`config.mk`:
```
export PLATFORM = sky130hd
export DESIGN_NAME = wb_dst_ctrl
export DESIGN_NICKNAME = d
export VERILOG_FILES = /design/src/rtl/wb_dst_ctrl.sv
export SDC_FILE = /design/constraint.sdc
export NUM_CORES = 1
export LEC_CHECK = 0
export BUFFER_PORTS_ARGS = -buffer_cell sky130_fd_sc_hd__buf_2
export CAP_MARGIN = 25
export CORE_ASPECT_RATIO = 1.5
export CORE_MARGIN = 1.5
export CORE_UTILIZATION = 45
export CTS_BUF_LIST = sky130_fd_sc_hd__clkbuf_8
export DETAILED_ROUTE_END_ITERATION = 10
export GPL_ROUTABILITY_DRIVEN = 0
export MAX_ROUTING_LAYER = met4
export PLACE_DENSITY = 0.78
export SLEW_MARGIN = 30
export SYNTH_ARGS = -nofsm -noshare
export SYNTH_HDL_FRONTEND = slang
export SYNTH_SLANG_ARGS = --single-unit
```
`constraint.sdc`:
```
create_clock -name clk -period 2 [get_ports clk]
set_input_delay 0.1 -clock clk [delete_from_list [all_inputs] [get_ports clk]]
set_output_delay 0.1 -clock clk [all_outputs]
set_load 0.05 [all_outputs]
```
`src/rtl/wb_dst_ctrl.sv`:
```
// Write-back sequencer for the multicycle CPU: decodes the latched instruction fields, steers the
// register-file destination/data muxes, waits on memory for loads and pulses reg_write per destination.
module wb_dst_ctrl #(
  parameter logic [5:0] OP_RTYPE    = 6'h00,
  parameter logic [5:0] OP_JAL      = 6'h03,
  parameter logic [5:0] OP_LW       = 6'h23,
  parameter logic [5:0] OP_PUSH     = 6'h1E,
  parameter logic [5:0] OP_POP      = 6'h1F,
  parameter logic [5:0] OP_RSWB     = 6'h10,
  parameter int         MEM_TIMEOUT = 8
) (
  input  logic       clk,
  input  logic       reset,
  input  logic       start,
  input  logic [5:0] opcode,
  input  logic [5:0] funct,
  input  logic       mem_ready,
  output logic [2:0] regDSTmux,
  output logic [1:0] wb_src,
  output logic       reg_write,
  output logic       busy,
  output logic       done,
  output logic       illegal,
  output logic       mem_err
);

  localparam int CW = $clog2(MEM_TIMEOUT + 1);

  localparam logic [2:0] DST_RT  = 3'b000;
  localparam logic [2:0] DST_RD  = 3'b001;
  localparam logic [2:0] DST_SP  = 3'b010;
  localparam logic [2:0] DST_RA  = 3'b011;
  localparam logic [2:0] DST_RS  = 3'b100;
  localparam logic [1:0] SRC_ALU = 2'b00;
  localparam logic [1:0] SRC_MEM = 2'b01;
  localparam logic [1:0] SRC_PC4 = 2'b10;
  localparam logic [1:0] SRC_SP  = 2'b11;

  typedef enum logic [2:0] {IDLE, DECODE, WAIT_MEM, WRITE, WRITE2, DONE} state_t;

  typedef struct packed {
    logic       legal;
    logic       wr;
    logic       mem;
    logic       pop;
    logic [2:0] dst;
    logic [1:0] src;
  } dec_t;

  function automatic dec_t decode(input logic [5:0] op, input logic [5:0] fn);
    dec_t d;
    d = '0;
    case (op)
      OP_RTYPE: begin
        d.legal = 1'b1;
        d.wr    = (fn != 6'h08);
        d.dst   = DST_RD;
        d.src   = (fn == 6'h09) ? SRC_PC4 : SRC_ALU;
      end
      OP_JAL:  begin d.legal = 1'b1; d.wr = 1'b1; d.dst = DST_RA; d.src = SRC_PC4; end
      OP_LW:   begin d.legal = 1'b1; d.wr = 1'b1; d.mem = 1'b1; d.dst = DST_RT; d.src = SRC_MEM; end
      OP_PUSH: begin d.legal = 1'b1; d.wr = 1'b1; d.dst = DST_SP; d.src = SRC_SP; end
      OP_POP: begin
        d.legal = 1'b1; d.wr = 1'b1; d.mem = 1'b1; d.pop = 1'b1;
        d.dst = DST_RT; d.src = SRC_MEM;
      end
      OP_RSWB: begin d.legal = 1'b1; d.wr = 1'b1; d.dst = DST_RS; d.src = SRC_ALU; end
      6'h08, 6'h09, 6'h0A, 6'h0C, 6'h0F: begin
        d.legal = 1'b1; d.wr = 1'b1; d.dst = DST_RT; d.src = SRC_ALU;
      end
      default: d = '0;
    endcase
    return d;
  endfunction

  state_t        state_q, state_d;
  logic [5:0]    op_q, op_d, fn_q, fn_d;
  logic [CW-1:0] cnt_q, cnt_d;
  logic [2:0]    dst_q, dst_d;
  logic [1:0]    src_q, src_d;
  logic          rw_q, rw_d, busy_q, busy_d, done_q, done_d;
  logic          ill_q, ill_d, merr_q, merr_d;
  dec_t          dec_in, dec_l;

  assign dec_in = decode(opcode, funct);
  assign dec_l  = decode(op_q, fn_q);

  always_comb begin
    state_d = state_q;
    op_d    = op_q;
    fn_d    = fn_q;
    cnt_d   = cnt_q;
    dst_d   = dst_q;
    src_d   = src_q;
    rw_d    = 1'b0;
    ill_d   = 1'b0;
    merr_d  = 1'b0;
    case (state_q)
      IDLE: begin
        if (start) begin
          op_d    = opcode;
          fn_d    = funct;
          state_d = DECODE;
          // Selects are loaded as DECODE begins so they lead reg_write by a full cycle.
          if (dec_in.legal && dec_in.wr) begin
            dst_d = dec_in.dst;
            src_d = dec_in.src;
          end
        end
      end
      DECODE: begin
        if (!dec_l.legal) begin
          state_d = DONE;
          ill_d   = 1'b1;
        end else if (!dec_l.wr) begin
          state_d = DONE;
        end else if (dec_l.mem) begin
          state_d = WAIT_MEM;
          cnt_d   = '0;
        end else begin
          state_d = WRITE;
          rw_d    = 1'b1;
        end
      end
      WAIT_MEM: begin
        if (mem_ready) begin
          state_d = WRITE;
          rw_d    = 1'b1;
        end else if (cnt_q == CW'(MEM_TIMEOUT - 1)) begin
          state_d = DONE;
          merr_d  = 1'b1;
        end else begin
          cnt_d = cnt_q + 1'b1;
        end
      end
      WRITE: begin
        if (dec_l.pop) begin
          state_d = WRITE2;
          rw_d    = 1'b1;
          dst_d   = DST_SP;
          src_d   = SRC_SP;
        end else begin
          state_d = DONE;
        end
      end
      WRITE2:  state_d = DONE;
      DONE:    state_d = IDLE;
      default: state_d = IDLE;
    endcase
    busy_d = (state_d != IDLE);
    done_d = (state_d == DONE);
  end

  always_ff @(posedge clk) begin
    if (reset) begin
      state_q <= IDLE;
      op_q    <= '0;
      fn_q    <= '0;
      cnt_q   <= '0;
      dst_q   <= DST_RT;
      src_q   <= SRC_ALU;
      rw_q    <= 1'b0;
      busy_q  <= 1'b0;
      done_q  <= 1'b0;
      ill_q   <= 1'b0;
      merr_q  <= 1'b0;
    end else begin
      state_q <= state_d;
      op_q    <= op_d;
      fn_q    <= fn_d;
      cnt_q   <= cnt_d;
      dst_q   <= dst_d;
      src_q   <= src_d;
      rw_q    <= rw_d;
      busy_q  <= busy_d;
      done_q  <= done_d;
      ill_q   <= ill_d;
      merr_q  <= merr_d;
    end
  end

  assign regDSTmux = dst_q;
  assign wb_src    = src_q;
  assign reg_write = rw_q;
  assign busy      = busy_q;
  assign done      = done_q;
  assign illegal   = ill_q;
  assign mem_err   = merr_q;

endmodule

```
==> reports/qor.yml <==
worstSetupPathType: "reg -> reg"
post-cts-setup-buffer-count: 0
post-route-drc-count: 0
slew-limit-headroom_pct: 58.6
syn_avg_cell_area_um2: 8.02
pre_cts_ws_ps: 148
endpoint_kind: "flop"
insertion_delay_ps: 280
power.internal_mw: 1.31
antenna_violations_before_repair: 0
total_of_warnings_raised_by_yosys: 0
ys_ff_latch: 29
numCtsBuffers: 5
start_util_pct: 47.8
grt_usage_pct: 20.3
htree_levels: 2
critical_path.max_stage_delay_ps: 520
post_synth_inst_count: 190
final-setup-viol-count: 0
skew_ps: 2.77
finish.net_count: 239
grt_max_degree: 26
hold_viol_final: 0
critPathArrivalTime_ps: 2010
routed_wirelength_mm: 3.39
worst_ep_required_time_ps: 2210
p_seq_share_pct: 35.4
power_mw: 2.17
clk_pin_slew_ps: 60
route.antenna.remaining_nets: 0
drive_gt1_share_pct: 22.5
first_global_vias: 1369
cp-start-kind: "flop"
maxCapViolations: 0
yosysTopAreaCellShare_pct: 38.1
post-place-cells: 255
netlist-cell-type-count: 53
maxClockFrequency_ghz: 0.558
width_of_the_chip_um: 50.5
ctsLongestPathBuffers: 2
cts_tree: "built"
viasPerCell: 5.60
final.period_utilization_pct: 89.7
port_buffers: 25
netlist_top_cells_area: "dfxtp_1 (38%), nand2_1 (6.9%), a21oi_1 (6.6%)"
root_buffer: "clkbuf_8"
detailroute.via_count: 1467
ir_worst_vdd_uv: 733
drt_initial_violations: 48
final_period_minus_worst_setup_slack_ps: 1790
dpl.hpwl_mm: 2.51
unrepaired_setup_endpoints_after_global_routing: "no"
worst_hold_slack_ps: 62.3
timing.critical_path.slowest_stage_cell: "o41ai_1"
synth_edf_count: 0
mapped_nets: 207
die_area_um2: 3750
grt_first_pass_wirelength_mm: 5.51
core_area_um2: 3190
outcome: "finished, final reports clean"
filler_cell_count: 345
ys_async_sr_fraction_pct: 0
cts-resized-gates: 0
total_leakage_power_nw: 0.729
critical_path.max_fanout: 5
final-max-slew-violation-count: 0
chipHeight_um: 74.3
clock-sinks: 29
post-route-worst-setup-slack_ps: 207
power_switching_share_pct: 39.4
clock_power_share_pct: 22.1
antenna-diode-count: 0
dominantRegCellSynth: "dfxtp_1"
post_cts_hold_buffer_count: 0
firstDrtPassIters: 4
area_growth_pct: 18.7
mappedNetlistArea_um2: 1520
seq_area_frac_synth_pct: 38.1
power_density_nw_per_um2: 1200
num_io_pins: 26
yosys.area.top_type: "dfxtp_1"
worstMarginPinSlew_ps: 613
core.rowCount: 25
final_cells: 262
p_switching_mw: 0.852
hold_path_class: "in -> reg"
pwr-share-comb_pct: 42.5
final.setup.tns_ps: 0
crit_chain: "nand3_1 > o41ai_1 > o22ai_1 > or3_1 > a21oi_1"
grt_overflow_total: 0
final_routed_wire_length_divided_by_cell_count_um: 12.9
==> state kept, by name (all words and copies together), names as in the netlist <==
name and count:
fn_q 6, op_q 6, cnt_q 4, regDSTmux 3, state_q 3, wb_src 2, busy 1, done 1
illegal 1, mem_err 1, reg_write 1
==> path summary, 6_finish.rpt <==
kind / startpoint / to / slack [ps] / cells past startpoint
worst max-delay path: op_q[5] / cnt_q[1] / 210 / 5
worst min-delay path: funct[5] / fn_q[5] / 60 / 3
worst max register to register: op_q[5] / cnt_q[1] / 210 / 5
worst min register to register: fn_q[3] / fn_q[3] / 460 / 2
==> worst max-delay path, delay by kind of cell, from the launching register on <==
| family | cells | cell delay [ps] |
|---|---|---|
| AO/OA/AOI/OAI | 3 | 910 |
| flip-flops | 1 | 380 |
| AND/OR/NAND/NOR | 2 | 430 |
==> routing by layer <==
metal  GRT usage [%]  share of wire (%)
met5               -                  0
met4            14.1                3.3
met3            4.42                3.5
met2            37.6                 53
met1            18.0                 40
==> synthesized netlist by cell type, drive strengths merged (2+ instances only) <==
master	number
mux2i	2
buf	5
inv	6
nor2	13
nor3b	4
nor3	8
nand3	5
o22ai	2
or3b	2
nand3b	5
nand2	28
or3	3
o21ai	12
o311a	3
or4	2
o211ai	3
clkbuf	5
dfxtp	29
nor2b	4
a21oi	20
nor4	2
nand2b	4
a211o	2
and3	2
==> final cells by class <==
cell class	instances	area (µm²)	share of cell area [%]
Sequential cell	29	581	32.1
Inverter	6	22.5	1.24
Clock inverter	1	3.75	0.207
Multi-Input combinational cell	145	870	48.1
Clock buffer	6	82.6	4.56
Tap cell	40	50.0	2.77
Timing Repair Buffer	35	200	11.1
==> power groups by stage <==
stage | logic, mW | clock network [mW] | registers, mW
final | 0.921 | 0.479 | 0.766
after global routing | 1.01 | 0.500 | 0.776
after CTS | 0.922 | 0.489 | 0.767
after detailed placement | 0.916 | 0 | 0.779
after global placement | 0.910 | 0 | 0.776
after floorplan | 0.538 | 0 | 0.893
==> layout by cell type (no fill, tap or decap), types with 2 or more instances in the layout <==
master	count
nor2b_1	4
nor3b_1	4
mux2i_1	2
o211ai_1	3
dfxtp_1	29
and3_1	2
nand3b_1	5
inv_1	7
buf_4	10
nor4_1	2
o311a_1	3
nor2_1	12
nand2_1	28
nand3_1	5
buf_2	25
o21ai_0	10
nand2b_1	4
or3_1	3
clkbuf_8	6
a21oi_1	20
o22ai_1	2
nor3_1	6
==> per-stage QoR <==
stage	util, %	cell area [µm²]
6_report	56.7	1810
5_1_grt	56.7	1810
4_1_cts	56.7	1810
3_5_place_dp	54.0	1720
3_3_place_gp	54.0	1720
2_1_floorplan	-	1520
==> cell families (layout without fill, tap and decap cells) <==
kind of cell               count (synthesis)  after routing  synth area share (%)
and+or+nand+nor                           88             88                  31.8
AOI/OAI and AO/OA                         51             51                  21.2
DFF                                       29             29                  38.1
buffers and inverters                     16             48                  4.84
muxes                                      3              3                  2.05
adders and majority gates                  2              2                  1.48
xor gates and xnor gates                   1              1                 0.575
Power figures use the tool's default switching activity.
